## src/rtl/unidade_controle_pkg.sv

```systemverilog
// State codes shared by the round control FSM and the hex-display decoder.
// db_estado reports these raw codes.
package unidade_controle_pkg;

  localparam logic [3:0] ST_INICIAL        = 4'h0;
  localparam logic [3:0] ST_PREPARACAO     = 4'h1;
  localparam logic [3:0] ST_INICIA_RODADA  = 4'h2;
  localparam logic [3:0] ST_MOSTRA         = 4'h3;
  localparam logic [3:0] ST_APAGA          = 4'h4;
  localparam logic [3:0] ST_PROXIMO_MOSTRA = 4'h5;
  localparam logic [3:0] ST_PREPARA_JOGADA = 4'h6;
  localparam logic [3:0] ST_ESPERA         = 4'h7;
  localparam logic [3:0] ST_REGISTRA       = 4'h8;
  localparam logic [3:0] ST_COMPARACAO     = 4'h9;
  localparam logic [3:0] ST_PROXIMO        = 4'hA;
  localparam logic [3:0] ST_NOVA_RODADA    = 4'hB;
  localparam logic [3:0] ST_TIMEOUT        = 4'hC;
  localparam logic [3:0] ST_ERROU          = 4'hD;
  localparam logic [3:0] ST_ACERTOU        = 4'hF;

  typedef enum logic [3:0] {
    INICIAL        = ST_INICIAL,
    PREPARACAO     = ST_PREPARACAO,
    INICIA_RODADA  = ST_INICIA_RODADA,
    MOSTRA         = ST_MOSTRA,
    APAGA          = ST_APAGA,
    PROXIMO_MOSTRA = ST_PROXIMO_MOSTRA,
    PREPARA_JOGADA = ST_PREPARA_JOGADA,
    ESPERA         = ST_ESPERA,
    REGISTRA       = ST_REGISTRA,
    COMPARACAO     = ST_COMPARACAO,
    PROXIMO        = ST_PROXIMO,
    NOVA_RODADA    = ST_NOVA_RODADA,
    TIMEOUT        = ST_TIMEOUT,
    ERROU          = ST_ERROU,
    ACERTOU        = ST_ACERTOU
  } estado_t;

endpackage

```

## src/rtl/unidade_controle_rodadas.sv

```systemverilog
// Moore control unit for the multi-round memory game: shows the sequence up to
// the current round, then collects and checks the player's moves.
module unidade_controle_rodadas
  import unidade_controle_pkg::*;
#(
  parameter bit TIMEOUT_EN = 1'b1
) (
  input  logic       clock,
  input  logic       reset,
  input  logic       iniciar,
  input  logic       jogada,
  input  logic       igual,
  input  logic       fimE,
  input  logic       fimL,
  input  logic       fim_timer,
  input  logic       fim_mostra,
  output logic       zeraE,
  output logic       contaE,
  output logic       zeraL,
  output logic       contaL,
  output logic       zeraR,
  output logic       registraR,
  output logic       zera_timer,
  output logic       conta_timer,
  output logic       zera_mostra,
  output logic       conta_mostra,
  output logic       leds_mostra,
  output logic       acertou,
  output logic       errou,
  output logic       timeout,
  output logic       pronto,
  output logic [3:0] db_estado
);

  estado_t estado_q, estado_d;

  always_ff @(posedge clock or posedge reset) begin
    if (reset) estado_q <= INICIAL;
    else       estado_q <= estado_d;
  end

  always_comb begin
    estado_d = estado_q;
    unique case (estado_q)
      INICIAL:        if (iniciar) estado_d = PREPARACAO;
      PREPARACAO:     estado_d = INICIA_RODADA;
      INICIA_RODADA:  estado_d = MOSTRA;
      MOSTRA:         if (fim_mostra) estado_d = APAGA;
      APAGA:          if (fim_mostra) estado_d = fimE ? PREPARA_JOGADA : PROXIMO_MOSTRA;
      PROXIMO_MOSTRA: estado_d = MOSTRA;
      PREPARA_JOGADA: estado_d = ESPERA;
      // a move in the same cycle as the timeout still counts
      ESPERA: begin
        if (jogada)                       estado_d = REGISTRA;
        else if (fim_timer && TIMEOUT_EN) estado_d = TIMEOUT;
      end
      REGISTRA:       estado_d = COMPARACAO;
      COMPARACAO: begin
        if (!igual)     estado_d = ERROU;
        else if (!fimE) estado_d = PROXIMO;
        else if (fimL)  estado_d = ACERTOU;
        else            estado_d = NOVA_RODADA;
      end
      PROXIMO:        estado_d = ESPERA;
      NOVA_RODADA:    estado_d = INICIA_RODADA;
      TIMEOUT, ERROU, ACERTOU: if (iniciar) estado_d = PREPARACAO;
      default:        estado_d = INICIAL;
    endcase
  end

  always_comb begin
    zeraE        = 1'b0;
    contaE       = 1'b0;
    zeraL        = 1'b0;
    contaL       = 1'b0;
    zeraR        = 1'b0;
    registraR    = 1'b0;
    zera_timer   = 1'b0;
    conta_timer  = 1'b0;
    zera_mostra  = 1'b0;
    conta_mostra = 1'b0;
    leds_mostra  = 1'b0;
    acertou      = 1'b0;
    errou        = 1'b0;
    timeout      = 1'b0;
    pronto       = 1'b0;
    case (estado_q)
      INICIAL, PREPARACAO: begin
        zeraE = 1'b1;
        zeraL = 1'b1;
        zeraR = 1'b1;
      end
      INICIA_RODADA: begin
        zeraE       = 1'b1;
        zera_mostra = 1'b1;
      end
      MOSTRA: begin
        leds_mostra  = 1'b1;
        conta_mostra = 1'b1;
      end
      APAGA: conta_mostra = 1'b1;
      PROXIMO_MOSTRA: begin
        contaE      = 1'b1;
        zera_mostra = 1'b1;
      end
      PREPARA_JOGADA: begin
        zeraE      = 1'b1;
        zera_timer = 1'b1;
        zeraR      = 1'b1;
      end
      ESPERA:      conta_timer = 1'b1;
      REGISTRA:    registraR   = 1'b1;
      PROXIMO: begin
        contaE     = 1'b1;
        zera_timer = 1'b1;
      end
      NOVA_RODADA: contaL = 1'b1;
      TIMEOUT: begin
        timeout = 1'b1;
        pronto  = 1'b1;
      end
      ERROU: begin
        errou  = 1'b1;
        pronto = 1'b1;
      end
      ACERTOU: begin
        acertou = 1'b1;
        pronto  = 1'b1;
      end
      default: ;
    endcase
  end

  assign db_estado = estado_q;

endmodule
```

## config.mk

```make
export PLATFORM = sky130hd
export DESIGN_NAME = unidade_controle_rodadas
export DESIGN_NICKNAME = d
export VERILOG_FILES = /design/src/rtl/unidade_controle_pkg.sv /design/src/rtl/unidade_controle_rodadas.sv
export SDC_FILE = /design/constraint.sdc
export NUM_CORES = 1
export LEC_CHECK = 0
export BUFFER_PORTS_ARGS = -buffer_cell sky130_fd_sc_hd__buf_2
export CORE_MARGIN = 10
export CORE_UTILIZATION = 35
export DETAILED_ROUTE_END_ITERATION = 7
export PLACE_DENSITY_LB_ADDON = 0.05
export SLEW_MARGIN = 15
export SYNTH_ARGS = -nofsm -noshare
export SYNTH_HDL_FRONTEND = slang
export SYNTH_SLANG_ARGS = --single-unit
```

## constraint.sdc

```tcl
create_clock -name clock -period 2.2 [get_ports clock]
set_input_delay 0.44 -clock clock [delete_from_list [all_inputs] [get_ports clock]]
set_output_delay 0.44 -clock clock [all_outputs]
set_load 0.01 [all_outputs]
```

==> impl_metrics.env, run 1 <==
export IMPL_die_w_um=60.2
export IMPL_critPathLaunchType="flop"
export IMPL_final_cell_mix="buf_2 (27), nor2_1 (12), nand2_1 (10), a21oi_1 (7)"
export IMPL_final_min_clock_period_ps=2010
export IMPL_syn_avg_cell_area_sq_um=7.05
export IMPL_ys_types=34
export IMPL_hpwlAfterDp_um=1460
export IMPL_grt_total_usage_pct=9.83
export IMPL_port_buffers=27
export IMPL_critPathMaxStageDelay_ps=660
export IMPL_fmax_mhz=498
export IMPL_numClockSinks=4
export IMPL_crit_family="flip-flops"
export IMPL_critical_path_arrival_ps=1570
export IMPL_diodes=0
export IMPL_coreArea_sq_um=1520
export IMPL_cts_hold_buf=0
export IMPL_start_util_pct=37.0
export IMPL_worst_pin_slew_ps=514
export IMPL_finalSetupViolCount=0
export IMPL_slowest_stage="dfrtp_1"
export IMPL_status="finished clean"
export IMPL_holdWs_ps=75.9
export IMPL_ioPinCount=28
export IMPL_rr_startpoint="db_estado[1]"
export IMPL_cp_max_fo=18
export IMPL_dp_slack_ps=343
export IMPL_drive_above_1_share_pct=38.3
export IMPL_worstSetupEndpointType="output pin"
export IMPL_worstPathCellList="inv_1, nor4_1, buf_2"
export IMPL_grt_pass1_wl_um=2760
export IMPL_vias_per_cell=5.43
export IMPL_yosysSeqAreaShare_pct=17.7
export IMPL_rsz0062_at_grt="no"
export IMPL_drc=0
export IMPL_final_common_cell="buf_2"
export IMPL_gp_congestion=0.801
export IMPL_htreeDepth=1
export IMPL_syn_area_sq_um=564
export IMPL_worstPathRequired_ps=1760
export IMPL_wl_um=1780
export IMPL_area_growth_pct=28.4
export IMPL_fin_crit_sh_pct=91.2
export IMPL_power_density_nw_per_um2=1710
export IMPL_cts_resized_gates=0
export IMPL_final_nets=118
export IMPL_p_leak_nw=0.361
export IMPL_layout_setup_ws_ps=193
export IMPL_syn_nets=89
export IMPL_avgRoutedWirePerCell_um=14.5
export IMPL_via_count=668
export IMPL_reg2reg_depth=4
export IMPL_grt_pass1_vias=572
export IMPL_ir_worst_vdd_mv=0.746
export IMPL_fp_dieH_um=60.2
export IMPL_criticalPathCategory="reg -> out"
export IMPL_root_buffer="clkbuf_4"
export IMPL_slew_headroom_pct=65.7
export IMPL_cts_tree="built"
export IMPL_r2r_end="db_estado[0]"
export IMPL_antenna_found_initial=0
export IMPL_hp_class="in -> async"
export IMPL_total_power_mw=1.24
export IMPL_cp_buffers_inverters=2
export IMPL_tns_ps=0
export IMPL_drtAntennaViolNets=0
export IMPL_rows=14
export IMPL_cts_buffers=3
export IMPL_ys_seq_elements=4
export IMPL_slew_violations=0
export IMPL_final_hold_viol_count=0
export IMPL_largest_reg_flops=4
export IMPL_n_fill_cell=165
export IMPL_max_cap_viol_count=0
export IMPL_grt_start_max_net_pins=19
export IMPL_syn_inst=80
export IMPL_clock_path_buffers=2
export IMPL_grt_overflow=0
export IMPL_reg2reg_setup_slack_ps=330
export IMPL_insertion_delay_ps=240
export IMPL_clkTransAtPathRegs_ps=40
export IMPL_drt_first_pass_iters=4
export IMPL_dieArea_sq_um=3620
export IMPL_skew_ps=3.42
export IMPL_cts_setup_buffers=0
export IMPL_synth_warning_count=0
export IMPL_drt_iter0_markers=13
[Yosys cell counts]
cell / number / share of area, %
o21ai_0: 3 / 2.7
o311a_1: 1 / 1.8
a211oi_1: 2 / 2.7
nand3_1: 2 / 1.8
o31ai_1: 1 / 1.3
nor2_1: 12 / 8.0
nand2b_1: 2 / 2.2
nor4_1: 3 / 3.3
buf_6: 1 / 2.0
buf_2: 2 / 1.8
mux2_1: 1 / 2.0
inv_2: 1 / 0.66
a21oi_1: 7 / 6.2
inv_1: 3 / 2.0
a21boi_0: 1 / 1.3
buf_4: 2 / 2.7
a21o_1: 1 / 1.3
o32a_1: 1 / 1.8
nor3b_2: 1 / 2.2
o41ai_1: 1 / 1.6
nand2_1: 10 / 6.7
dfrtp_1: 4 / 18
nor3_1: 4 / 3.5
o41ai_2: 1 / 2.9
nand3b_1: 1 / 1.3
or2b_4: 1 / 2.0
o31a_1: 1 / 1.6
clkbuf_4: 1 / 1.3
or3_1: 2 / 2.2
clkbuf_1: 1 / 0.66
xnor2_1: 2 / 3.1
and4b_1: 1 / 1.8
a211oi_2: 2 / 4.4
nand2b_2: 1 / 1.6
[cells by family (layout without fill, tap and decap cells)]
family                 Yosys count  after routing  synth area share (%)
buffers and inverters           11             38                  11.1
flip-flops                       4              4                  17.7
AO/OA/AOI/OAI                   22             22                  29.5
multiplexers                     1              1                  2.00
XOR/XNOR                         2              2                  3.10
AND/OR/NAND/NOR                 40             40                  36.6
[layout make-up]
class / instances / area [sq um] / share of cell area (%)
Inverter: 4 / 15.0 / 2.07
Sequential cell: 4 / 100 / 13.8
Timing Repair Buffer: 31 / 165 / 22.8
Tap cell: 16 / 20.0 / 2.76
Clock buffer: 3 / 22.5 / 3.11
Multi-Input combinational cell: 65 / 402 / 55.4
[worst max-delay path by stage]
stage,endpoint,cells past startpoint,startpoint
2_1_floorplan,contaE,4,db_estado[2]
6_report,leds_mostra,3,db_estado[1]
5_1_grt,leds_mostra,3,db_estado[1]
3_5_place_dp,db_estado[0],4,db_estado[1]
4_1_cts,leds_mostra,3,db_estado[1]
3_3_place_gp,db_estado[1],4,db_estado[1]
[metal layers]
layer  share of wire [%]  GRT usage (%)  wire, um
met5                   0              0         0
met1                  40           10.9       719
met4                 1.9           4.81        34
met3                 9.1           3.60       163
met2                  49           16.0       865
[through the flow]
step	area, sq um	util (%)	cells
floorplan	564	-	80
finish	724	47.5	123
global placement	702	46.1	120
detailed placement	702	46.1	120
global route	724	47.5	123
CTS	724	47.5	123
[where the power goes]
part	internal (mW)	switching (mW)
clock network	0.0613	0.0339
registers	0.115	0.108
logic	0.412	0.510
[worst reg2reg max path, cell delays in order, from the launching register on]
cell and delay, ps:
dfrtp_1 660, or2b_4 240, a211oi_2 80, or3_1 410, o41ai_2 380
Power figures use the tool's default switching activity.
==> run 2, diff against run 1 <==
clock period = 2.3 ns   (was 2.2 ns; I/O delays follow)
==> run 2 against run 1 <==
Effect of this change:
- largest cell class unchanged
- clock skew grew 3.2 ps
- sequential share of layout area grew 0.14 points
- first-iteration DRC count grew 31%
- setup slack gained 60 ps
- combinational power shrank 11%
==> impl_metrics.env, run 2 (synthesis gave the netlist of run 1 again) <==
export IMPL_status="finished clean"
export IMPL_worstPathRequired_ps=1840
export IMPL_coreArea_sq_um=1520
export IMPL_drt_iter0_markers=17
export IMPL_cts_resized_gates=0
export IMPL_final_hold_viol_count=0
export IMPL_area_growth_pct=27.1
export IMPL_dp_slack_ps=463
export IMPL_grt_pass1_wl_um=2750
export IMPL_drtAntennaViolNets=0
export IMPL_grt_use_met3_pct=4.03
export IMPL_wl_um=1740
export IMPL_htreeDepth=1
export IMPL_crit_family="flip-flops"
export IMPL_avgRoutedWirePerCell_um=14.3
export IMPL_final_common_cell="buf_2"
export IMPL_ioPinCount=28
export IMPL_total_power_mw=1.17
export IMPL_slew_violations=0
export IMPL_clkTransAtPathRegs_ps=40
export IMPL_gp_congestion=0.774
export IMPL_hpwlAfterDp_um=1380
export IMPL_final_min_clock_period_ps=2050
export IMPL_dieArea_sq_um=3620
export IMPL_grt_overflow=0
export IMPL_drc=0
export IMPL_finalSetupViolCount=0
export IMPL_cp_buffers_inverters=1
export IMPL_top_usage_layer="met2"
export IMPL_grt_pass1_vias=592
export IMPL_rr_startpoint="db_estado[1]"
export IMPL_max_cap_viol_count=0
export IMPL_via_count=655
export IMPL_grt_total_usage_pct=9.40
export IMPL_layout_setup_ws_ps=253
export IMPL_tns_ps=0
export IMPL_drt_first_pass_iters=4
export IMPL_skew_ps=6.65
export IMPL_placed_cells=119
export IMPL_final_nets=117
export IMPL_slowest_stage="dfrtp_1"
export IMPL_holdWs_ps=100
export IMPL_largest_reg_flops=4
export IMPL_cts_hold_buf=0
export IMPL_slew_headroom_pct=60.6
export IMPL_finalNonFillerCells=122
export IMPL_critPathLaunchType="flop"
export IMPL_criticalPathCategory="reg -> out"
export IMPL_cts_tree="built"
export IMPL_rsz0062_at_grt="no"
export IMPL_cts_setup_buffers=0
export IMPL_fin_crit_sh_pct=89.0
export IMPL_port_buffers=27
export IMPL_drive_above_1_share_pct=37.7
export IMPL_start_util_pct=37.0
export IMPL_fp_dieH_um=60.2
export IMPL_final_core_util_pct=47.0
export IMPL_hp_class="in -> async"
export IMPL_critical_path_arrival_ps=1590
export IMPL_rows=14
export IMPL_root_buffer="clkbuf_4"
export IMPL_vias_per_cell=5.37
export IMPL_p_leak_nw=0.356
export IMPL_final_cell_mix="buf_2 (27), nor2_1 (12), nand2_1 (10), a21oi_1 (7)"
export IMPL_met2_usage_pct=14.1
export IMPL_insertion_delay_ps=230
export IMPL_diodes=0
export IMPL_n_fill_cell=184
export IMPL_grtUsageMet1_pct=12.1
export IMPL_cts_buffers=3
export IMPL_critPathMaxStageDelay_ps=710
export IMPL_power_density_nw_per_um2=1630
export IMPL_cp_startpoint="db_estado[2]"
export IMPL_worstPathCellList="nand2_1, o31ai_1, buf_2"
export IMPL_clock_path_buffers=2
export IMPL_cp_max_fo=18
export IMPL_antenna_found_initial=0
export IMPL_placed_area_sq_um=694
export IMPL_grt_start_max_net_pins=19
export IMPL_die_w_um=60.2
export IMPL_numClockSinks=4
export IMPL_fmax_mhz=489
export IMPL_ir_worst_vdd_mv=0.757
export IMPL_worst_pin_slew_ps=591
export IMPL_reg2reg_setup_slack_ps=460
export IMPL_worstSetupEndpointType="output pin"
export IMPL_design_area_sq_um=717
run 2: changes by cell type in the layout (fill, tap and decap cells not counted), sizes merged:
cell  change
buf       -1
run 2: where the power goes:
part | switching, mW | leakage (nW) | internal [mW]
combinational | 0.435 | 0.295 | 0.383
clock | 0.0278 | 0.0138 | 0.0583
sequential | 0.156 | 0.0476 | 0.109
total | 0.619 | 0.356 | 0.550
run 2: worst paths after layout:
check / depth (start not counted) / end
min in group clock: 3 / db_estado[3]
worst min-delay path: 2 / db_estado[2]
max in group asynchronous: 2 / db_estado[1]
worst max register to register: 4 / db_estado[0]
worst max-delay path: 3 / contaE
worst min register to register: 2 / db_estado[0]
run 2: cell type report:
type,instances,area (sq um),area share (%)
Clock buffer,3,22.5,3.14
Inverter,4,15.0,2.09
Multi-Input combinational cell,65,402,56.0
Sequential cell,4,100,14.0
Tap cell,16,20.0,2.79
Timing Repair Buffer,30,158,22.0
run 2: worst reg2reg max path: stages (launching register included):
cell and delay, ps:
dfrtp_1 670, or2b_4 250, a211oi_2 80, or3_1 410, o41ai_2 330
run 2: metal layers:
metal  wire (um)  part of all wire, %
met1         790                   45
met2         806                   46
met3         144                  8.3
met4           0                    0
met5           0                    0
==> run 3, diff against run 2 <==
CORE_ASPECT_RATIO = 0.9   (was not set)
HOLD_SLACK_MARGIN = 0.12   (was not set)
==> run 3 against run 2 <==
Effect of this change:
- clock skew is 5.4 ps lower
- count of clock-buffer cells in the layout stayed put
- non-clock buffer count stayed put
- setup slack worse by 16 ps
- cell count is 4.9% higher
- largest power group unchanged
- highest routed layer unchanged
==> impl_metrics.env, run 3 (synthesis gave the netlist of run 1 again) <==
export IMPL_worstPathRequired_ps=1840
export IMPL_ioPinCount=28
export IMPL_final_cell_mix="buf_2 (27), nor2_1 (12), nand2_1 (10), a21oi_1 (7)"
export IMPL_cp_buffers_inverters=1
export IMPL_insertion_delay_ps=240
export IMPL_reg2reg_setup_slack_ps=420
export IMPL_hp_start="fim_timer"
export IMPL_slew_violations=0
export IMPL_tns_ps=0
export IMPL_final_min_clock_period_ps=2060
export IMPL_htreeDepth=1
export IMPL_hpwlAfterDp_um=1320
export IMPL_path_depth=3
export IMPL_antenna_found_initial=0
export IMPL_final_hold_viol_count=0
export IMPL_finalSetupViolCount=0
export IMPL_p_leak_nw=0.356
export IMPL_design_area_sq_um=727
export IMPL_worstPathCellList="nand2_1, o31ai_1, buf_2"
export IMPL_gp_congestion=0.788
export IMPL_avgRoutedWirePerCell_um=13.5
export IMPL_rsz0062_at_grt="no"
export IMPL_port_buffers=27
export IMPL_fp_dieH_um=58.1
export IMPL_critPathLaunchType="flop"
export IMPL_numClockSinks=4
export IMPL_max_cap_viol_count=0
export IMPL_slowest_stage="dfrtp_1"
export IMPL_drt_iter0_markers=34
export IMPL_grt_overflow=0
export IMPL_dieArea_sq_um=3620
export IMPL_clock_path_buffers=2
export IMPL_r2r_end="db_estado[1]"
export IMPL_vias_per_cell=5.09
export IMPL_criticalPathCategory="reg -> out"
export IMPL_die_w_um=62.3
export IMPL_ir_worst_vdd_mv=0.720
export IMPL_area_growth_pct=28.8
export IMPL_worstSetupEndpointType="output pin"
export IMPL_clockPowerShare_pct=7.6
export IMPL_p_switching_mw=0.620
export IMPL_power_density_nw_per_um2=1600
export IMPL_cp_max_fo=18
export IMPL_power_switching_share_pct=53.5
export IMPL_critPathMaxStageDelay_ps=710
export IMPL_coreArea_sq_um=1480
export IMPL_via_count=651
export IMPL_power_share_sequential_pct=21.4
export IMPL_drt_first_pass_iters=4
export IMPL_min_path_cells=3
export IMPL_cts_setup_buffers=0
export IMPL_critical_path_arrival_ps=1600
export IMPL_final_common_cell="buf_2"
export IMPL_slew_headroom_pct=60.7
export IMPL_diodes=0
export IMPL_cts_buffers=3
export IMPL_status="finished clean"
export IMPL_worst_pin_slew_ps=589
export IMPL_skew_ps=1.30
export IMPL_clkTransAtPathRegs_ps=40
export IMPL_holdWs_ps=472
export IMPL_hp_class="in -> reg"
export IMPL_hold_end="db_estado[3]"
export IMPL_fin_crit_sh_pct=89.7
export IMPL_reg2reg_depth=4
export IMPL_crit_family="flip-flops"
export IMPL_largest_reg_flops=4
export IMPL_cts_tree="built"
export IMPL_pwr_share_comb_pct=71.0
export IMPL_rr_startpoint="db_estado[2]"
export IMPL_drive_above_1_share_pct=36.8
export IMPL_drtAntennaViolNets=0
export IMPL_rows=13
export IMPL_grt_start_max_net_pins=19
export IMPL_placed_area_sq_um=694
export IMPL_root_buffer="clkbuf_4"
export IMPL_fmax_mhz=485
export IMPL_p_int_mw=0.540
export IMPL_grt_pass1_vias=606
export IMPL_start_util_pct=38.1
export IMPL_wl_um=1730
export IMPL_grt_pass1_wl_um=2770
export IMPL_drc=0
export IMPL_final_nets=117
export IMPL_grt_total_usage_pct=9.09
-- run 3: cell count changes in the layout (fill, tap and decap cells not counted) --
| cell | change |
|---|---|
| buf_4 | -1 |
| dlygate4sd3_1 | +1 |
-- run 3: through the flow --
stage	total power [mW]	instances	setup WS [ps]	utilization (%)
after global placement	1.10	124	449	46.9
after CTS	1.18	128	227	49.1
after detailed placement	1.08	124	435	46.9
after floorplan	0.852	80	495	-
final	1.16	128	237	49.1
after global routing	1.28	128	55.7	49.1
-- run 3: layer usage --
metal  wire, um  GRT usage (%)
met2        822           14.5
met3         68           3.45
met4          0           1.91
met1        840           11.4
met5          0              0
-- run 3: cell type report --
| class | count | area (sq um) |
|---|---|---|
| Clock buffer | 3 | 22.5 |
| Fill cell | 156 | 753 |
| Inverter | 4 | 15.0 |
| Multi-Input combinational cell | 65 | 402 |
| Sequential cell | 4 | 100 |
| Tap cell | 22 | 27.5 |
| Timing Repair Buffer | 30 | 160 |
-- run 3: how the worst max path moves through the flow --
stage / start / endpoint
2_1_floorplan: db_estado[2] / contaE
3_3_place_gp: db_estado[2] / contaE
6_report: db_estado[2] / contaE
5_1_grt: db_estado[2] / contaE
3_5_place_dp: db_estado[2] / db_estado[1]
4_1_cts: db_estado[2] / contaE
-- run 3: tightest hold or removal path, cell delays in order --
cell	delay [ps]
buf_2	100
o21ai_0	70
nand2_1	50
-- run 3: power groups by stage --
stage	Combinational (mW)	Sequential (mW)	Clock, mW
after floorplan	0.687	0.166	0
after detailed placement	0.833	0.249	0
final	0.824	0.248	0.0881
after CTS	0.839	0.248	0.0924
after global routing	0.910	0.267	0.103
after global placement	0.841	0.256	0
-- run 3: repair_timing --
action | CTS | global route
gates resized for setup | 0 | 0
hold buffers | 1 | 0
hold endpoints to repair | 4 | 0
